==> src/rtl/reg_file_param.sv <==
// Register file: one write port, two synchronous read ports, hardware clear after reset.
// Optional same-cycle write-to-read bypass enabled by defining REG_FILE_BYPASS_EN.
module reg_file_param #(
  parameter int unsigned DATA_W   = 32,
  parameter int unsigned ADDR_W   = 5,
  parameter int unsigned ZERO_REG = 1
) (
  input  logic              clk,
  input  logic              reset,
  output logic              ready,
  input  logic              wr_en,
  input  logic [ADDR_W-1:0] wr_addr,
  input  logic [DATA_W-1:0] wr_data,
  input  logic              rd_en,
  input  logic [ADDR_W-1:0] rd_addr0,
  input  logic [ADDR_W-1:0] rd_addr1,
  output logic [DATA_W-1:0] rd_data0,
  output logic [DATA_W-1:0] rd_data1,
  output logic              rd_valid
);

  localparam int unsigned DEPTH = 1 << ADDR_W;

  localparam logic [0:0] ST_CLEAR = 1'b0;
  localparam logic [0:0] ST_RUN   = 1'b1;

  logic [0:0]        state_q, state_d;
  logic [ADDR_W-1:0] cnt_q, cnt_d;
  logic              ready_q, ready_d;
  logic [DATA_W-1:0] rd_data0_q, rd_data0_d;
  logic [DATA_W-1:0] rd_data1_q, rd_data1_d;
  logic              rd_valid_q, rd_valid_d;

  logic [DATA_W-1:0] mem_q [DEPTH];

  logic              mem_we_c;
  logic [ADDR_W-1:0] mem_waddr_c;
  logic [DATA_W-1:0] mem_wdata_c;
  logic              wr_drop_c;
  logic              zero0_c, zero1_c;
  logic              byp0_c, byp1_c;
  logic [DATA_W-1:0] rd_val0_c, rd_val1_c;

  assign wr_drop_c = (ZERO_REG != 0) && (wr_addr == '0);
  assign zero0_c   = (ZERO_REG != 0) && (rd_addr0 == '0);
  assign zero1_c   = (ZERO_REG != 0) && (rd_addr1 == '0);

`ifdef REG_FILE_BYPASS_EN
  // Forward the in-flight write so readers see it in the same cycle.
  assign byp0_c = wr_en && !wr_drop_c && (wr_addr == rd_addr0);
  assign byp1_c = wr_en && !wr_drop_c && (wr_addr == rd_addr1);
`else
  assign byp0_c = 1'b0;
  assign byp1_c = 1'b0;
`endif

  assign rd_val0_c = zero0_c ? '0 : (byp0_c ? wr_data : mem_q[rd_addr0]);
  assign rd_val1_c = zero1_c ? '0 : (byp1_c ? wr_data : mem_q[rd_addr1]);

  // Next-state and output logic.
  always_comb begin
    state_d     = state_q;
    cnt_d       = cnt_q;
    ready_d     = ready_q;
    rd_data0_d  = rd_data0_q;
    rd_data1_d  = rd_data1_q;
    rd_valid_d  = 1'b0;
    mem_we_c    = 1'b0;
    mem_waddr_c = cnt_q;
    mem_wdata_c = '0;

    case (state_q)
      ST_CLEAR: begin
        mem_we_c    = 1'b1;
        mem_waddr_c = cnt_q;
        mem_wdata_c = '0;
        cnt_d       = cnt_q + ADDR_W'(1);
        if (cnt_q == ADDR_W'(DEPTH - 1)) begin
          state_d = ST_RUN;
          ready_d = 1'b1;
          cnt_d   = '0;
        end
      end
      ST_RUN: begin
        mem_we_c    = wr_en && !wr_drop_c;
        mem_waddr_c = wr_addr;
        mem_wdata_c = wr_data;
        if (rd_en) begin
          rd_data0_d = rd_val0_c;
          rd_data1_d = rd_val1_c;
          rd_valid_d = 1'b1;
        end
      end
      default: begin
        state_d = ST_CLEAR;
        cnt_d   = '0;
        ready_d = 1'b0;
      end
    endcase
  end

  always_ff @(posedge clk or posedge reset) begin
    if (reset) begin
      state_q    <= ST_CLEAR;
      cnt_q      <= '0;
      ready_q    <= 1'b0;
      rd_data0_q <= '0;
      rd_data1_q <= '0;
      rd_valid_q <= 1'b0;
    end else begin
      state_q    <= state_d;
      cnt_q      <= cnt_d;
      ready_q    <= ready_d;
      rd_data0_q <= rd_data0_d;
      rd_data1_q <= rd_data1_d;
      rd_valid_q <= rd_valid_d;
    end
  end

  // Storage has no reset; the clear sequence defines its contents.
  always_ff @(posedge clk) begin
    if (mem_we_c) mem_q[mem_waddr_c] <= mem_wdata_c;
  end

  assign ready    = ready_q;
  assign rd_data0 = rd_data0_q;
  assign rd_data1 = rd_data1_q;
  assign rd_valid = rd_valid_q;

endmodule

==> config.mk <==
export PLATFORM = sky130hd
export DESIGN_NAME = reg_file_param
export DESIGN_NICKNAME = d
export VERILOG_FILES = /design/src/rtl/reg_file_param.sv
export SDC_FILE = /design/constraint.sdc
export NUM_CORES = 1
export LEC_CHECK = 0
export CORE_UTILIZATION = 45
export DETAILED_ROUTE_END_ITERATION = 16
export HOLD_SLACK_MARGIN = 0.02
export PLACE_DENSITY = 0.59
export SETUP_SLACK_MARGIN = 0.2
export SYNTH_ARGS = -nofsm -noshare
export SYNTH_HDL_FRONTEND = slang
export SYNTH_SLANG_ARGS = --single-unit
==> constraint.sdc <==
create_clock -name clk -period 8.7 [get_ports clk]
set_clock_uncertainty 0.2 [all_clocks]
set_input_delay 1.74 -clock clk [delete_from_list [all_inputs] [get_ports clk]]
set_output_delay 1.74 -clock clk [all_outputs]
set_load 0.03 [all_outputs]
=== After elaboration in Yosys (flattened, before gate mapping) ===
Memory sizes are Yosys's and may differ from the RTL's.
Index checks and enable logic that the tools add are counted.

* Add/subtract/negate cells: 1
* Muxes and demuxes: 12
* Bitwise gates (word level): 1
* Equal/unequal tests: 1
* Reductions and logical operators: 7

{| class="wikitable"
|+ Operators with widths
! cell !! number
|-
| $mux 32 || 2
|-
| $pmux 32 s2 || 1
|-
| $logic_not 5->1 || 3
|-
| $pmux 5 s2 || 1
|-
| $mux 1 || 6
|-
| $add 5x1->5 const B || 1
|-
| $eq 5x5->1 const B || 1
|-
| $mux 5 || 1
|-
| $reduce_and 2->1 || 2
|-
| $pmux 1 s2 || 1
|-
| $logic_and 1x1->1 || 1
|-
| $logic_not 1->1 || 1
|-
| $not 1->1 || 1
|}

* Bits in registers: 72
* Output and inout port bits: 66
* Memory bits (writable): 1024
* Input port bits: 51
* Logic and storage cells: 29
* Memories kept: 1

{| class="wikitable"
|+ Memories
! name !! words !! width !! read ports !! clocked after memory_dff !! wr ports !! line !! RTL
|-
| mem_q || 32 || 32 || 2 || 0 || 1 || 34 || <nowiki>logic [DATA_W-1:0] mem_q [DEPTH];</nowiki>
|}

=== Logic depth before layout (Yosys ltp) ===
* Depth in word-level cells: 6
* Depth in mapped cells: 9
* Depth with buffers taken out: 6

=== Least setup slack after synthesis ===
No wires, ideal clock.

* Path type: input to register
* From: input wr_addr[2]
* To: memory mem_q[10][0], enable pin
* Path slack: 4404 ps
* Arrival: 3675 ps
* Stages: 4
* Setup time: 421 ps
* Data required time: 8079 ps
* Cell sequence: nor4_1 > o32ai_1 > nand2_1 > nor2_1

* Word-level cells in the longest chain between the ends: 6

{| class="wikitable"
|+ Ends and longest elaborated chain
! item !! line !! RTL
|-
| start, declared || 12 || <nowiki>input logic [ADDR_W-1:0] wr_addr,</nowiki>
|-
| $logic_not 5->1 || 44 || <nowiki>assign wr_drop_c = (ZERO_REG != 0) && (wr_addr == '0);</nowiki>
|-
| $logic_not 1->1 || 85 || <nowiki>mem_we_c = wr_en && !wr_drop_c;</nowiki>
|-
| $logic_and 1x1->1 || 85 ||
|-
| $pmux 1 s2 || 72 || <nowiki>case (state_q)</nowiki>
|-
| $mux 1 || 122 || <nowiki>if (mem_we_c) mem_q[mem_waddr_c] <= mem_wdata_c;</nowiki>
|-
| $mux 1 (not written as such) || 122 ||
|-
| end, declared || 34 ||
|}

Several ways; a longest one is shown, not always the timed one.

=== Worst setup path after layout ===
* From: input rd_addr1[3]
* To: register rd_data1_q[1], in the netlist rd_data1[1]

* Word-level cells in the longest chain between the ends: 2

{| class="wikitable"
|+ Ends and longest elaborated chain
! item !! line !! RTL
|-
| start, declared || 16 || <nowiki>input logic [ADDR_W-1:0] rd_addr1,</nowiki>
|-
| $mem_v2 32x32 / $logic_not 5->1 (equally long branches) || -- ||
|-
| $mux 32 * || 58 || <nowiki>assign rd_val1_c = zero1_c ? '0 : (byp1_c ? wr_data : mem_q[rd_addr1]);</nowiki>
|-
| end signal, assigned || 115 || <nowiki>rd_data1_q <= rd_data1_d;</nowiki>
|-
| end, declared || 31 || <nowiki>logic [DATA_W-1:0] rd_data1_q, rd_data1_d;</nowiki>
|}

Mark *: on every way between the ends. The rest lies on a longest branch, timed or not.
A chain may end at the register's enable or synchronous reset.

==> impl_metrics.env <==
export IMPL_status="finished clean"
export IMPL_drc=0
export IMPL_pin_count=117
export IMPL_yosysUniqueCellTypes=50
export IMPL_power_mw=12.1
export IMPL_gp_congestion=0.791
export IMPL_setup_violations=0
export IMPL_powerDensity_nw_per_um2=214
export IMPL_portBuffers=116
export IMPL_hold_buffers=0
export IMPL_path_class="in2reg"
export IMPL_wire_per_inst_um=36.0
export IMPL_finalCoreUtilization_pct=52.0
export IMPL_syn_inst=2484
export IMPL_rows=121
export IMPL_max_vdd_ir_drop_mv=0.215
export IMPL_r2r_start="state_q"
export IMPL_post_cts_buffers=0
export IMPL_max_freq_mhz=212
export IMPL_worstSetupStartpointType="primary input"
export IMPL_dieHeight_um=334
export IMPL_cts_max_level=3
export IMPL_grt_setup_unrepaired="false"
export IMPL_hpwl_um=81600
export IMPL_yosysWarnings=0
export IMPL_drt_met1_wl_um=58700
export IMPL_r2r_setup_slack_ns=4.65
export IMPL_start_util_pct=45.5
export IMPL_rr_endpoint="rd_data1[1]"
export IMPL_place_ws_ns=3.41
export IMPL_num_antenna_cells=0
export IMPL_ant_nets=0
export IMPL_min_delay_path_depth=1
export IMPL_cts_sinks=1096
export IMPL_syn_area_um2=49700
export IMPL_drive_above_1_share_pct=33.7
export IMPL_period_share_pct=54.3
export IMPL_cts_buffers=116
export IMPL_slew_violations=0
export IMPL_drtIter0Drc=2863
export IMPL_finalCriticalPeriod_ns=4.72
export IMPL_met3_length_um=11800
export IMPL_syn_mean_instance_area_um2=20.0
export IMPL_reg2reg_depth=8
export IMPL_maxCapViolCount=0
export IMPL_final_common_cell="edfxtp_1"
export IMPL_fill_cells=8547
export IMPL_yosys_register_bits=1096
export IMPL_drtPass1Iterations=7
export IMPL_cts_root_buf="clkbuf_16"
export IMPL_async_flop_share_pct=6.57
export IMPL_clk_latency_ns=0.72
export IMPL_fin_cells=4173
export IMPL_worstPathMaxFanout=17
export IMPL_clk_path_buf_depth=3
export IMPL_worstHoldStart="ready"
export IMPL_fin_setup_tns_ns=0
export IMPL_cp_end_kind="register"
export IMPL_clk_pin_slew_worst_paths_ns=0.06
export IMPL_final_cell_mix="edfxtp_1, mux4_2, nand2_1"
export IMPL_ys_flop_type="edfxtp_1"
export IMPL_placedCellCount=3954
export IMPL_synth_edf_count=1024
export IMPL_placed_cell_area_um2=52700
export IMPL_crit_buf_inv=2
export IMPL_slowest_delay_ns=0.94
export IMPL_cp_arrival_ns=5.17
export IMPL_grt_total_usage_pct=27.2
export IMPL_cts_tree="yes"
export IMPL_grt_pass1_wl_um=214000
export IMPL_die_x_um=334
export IMPL_finalNetCount=2649
export IMPL_multi_input_area_um2=16500
export IMPL_final_seq_area_um2=32600
export IMPL_ys_seq_area_share_pct=65.5
export IMPL_post_route_cell_area_um2=56700
export IMPL_antenna_found_initial=1
export IMPL_met2_length_um=72900
export IMPL_hold_viol_final=0
export IMPL_cts_repair_resized=0
export IMPL_die_area_um2=112000
export IMPL_crit_required_ns=9.15
export IMPL_hold_class="reg2reg"
export IMPL_top_layer="met4"
export IMPL_path_depth=7
export IMPL_area_growth_pct=14.1
export IMPL_path_delay_family="buffers and inverters"
export IMPL_vias=27700
export IMPL_grt_pass1_vias=29200
export IMPL_leakagePower_nw=18.0
export IMPL_min_to="ready"
export IMPL_worst_pin_slew_ns=1.24
export IMPL_wl_um=150000
export IMPL_slew_headroom_pct=17.4
export IMPL_viasPerCell=6.64
export IMPL_core_um2=109000
export IMPL_slowest_stage="clkdlybuf4s50_1"
export IMPL_grt_overflow=0
export IMPL_syn_nets=2537
export IMPL_holdWs_ns=0.256
export IMPL_setup_ws_ns=3.98
export IMPL_grt_max_degree=99
export IMPL_crit_chain="clkdlybuf4s50_1, nand3_2, buf_4, o22ai_1, a211oi_1, o21ai_1, nand2_1"
==> layout make-up <==
| class | instances | share of cell area (%) |
|---|---|---|
| well taps | 1476 | 3.26 |
| clock buffers | 147 | 5.58 |
| inverters | 10 | 0.0706 |
| multi-input cells | 1184 | 29.1 |
| repair buffers | 188 | 3.08 |
| flip-flops and latches | 1096 | 57.4 |
| clock inverters | 72 | 1.55 |
==> cell families after synthesis <==
kind of cell,Yosys count,synth area share (%)
compound gates,224,3.14
simple gates,310,2.79
mux,648,26.6
fa+ha+maj,2,0.0503
buf+inv,204,1.94
flops,1096,65.5
==> cells in the mapped netlist, types with 4 or more instances <==
master / n / area [µm²]
nor3_1: 4 / 20.0
and2_1: 32 / 200
mux2_2: 66 / 743
o21ai_0: 5 / 25.0
nand2_1: 149 / 559
o21ai_1: 35 / 175
inv_1: 8 / 30.0
buf_2: 68 / 340
buf_4: 12 / 90.1
nand3_1: 67 / 335
dfrtp_1: 72 / 1800
a22oi_1: 92 / 691
a211oi_1: 33 / 248
mux2i_1: 48 / 480
o22ai_1: 32 / 200
nor2b_1: 8 / 50.1
buf_1: 9 / 33.8
nor2_1: 39 / 146
buf_6: 9 / 101
clkbuf_1: 96 / 360
edfxtp_1: 1024 / 30700
mux4_2: 531 / 12000
==> power by group <==
group | total [mW] | switching (mW) | internal, mW
clock network | 5.22 | 2.12 | 3.11
logic | 1.04 | 0.629 | 0.412
registers | 5.87 | 0.0476 | 5.82
==> flip-flops by register name (all words and copies together) (netlist names) <==
register,flops
cnt_q,5
mem_q,1024
rd_data0,32
rd_data1,32
rd_valid,1
ready,1
state_q,1
==> worst max-delay path by stage <==
stage                 from      endpoint  slack, ns
2_1_floorplan   wr_addr[2]  mem_q[10][0]       4.40
3_3_place_gp   rd_addr1[3]   rd_data1[1]       3.45
5_1_grt        rd_addr1[2]  rd_data1[11]       4.12
4_1_cts        rd_addr1[3]   rd_data1[1]       4.13
3_5_place_dp   rd_addr1[3]   rd_data1[1]       3.41
6_report       rd_addr1[3]   rd_data1[1]       3.98
==> layer usage <==
layer	global-route usage, %	vias to the layer above
met1	37.2	15000
met2	43.6	1449
li1	-	10900
met5	0	-
met4	11.6	0
met3	4.51	328
No activity file was read; power rests on OpenSTA's default activity.
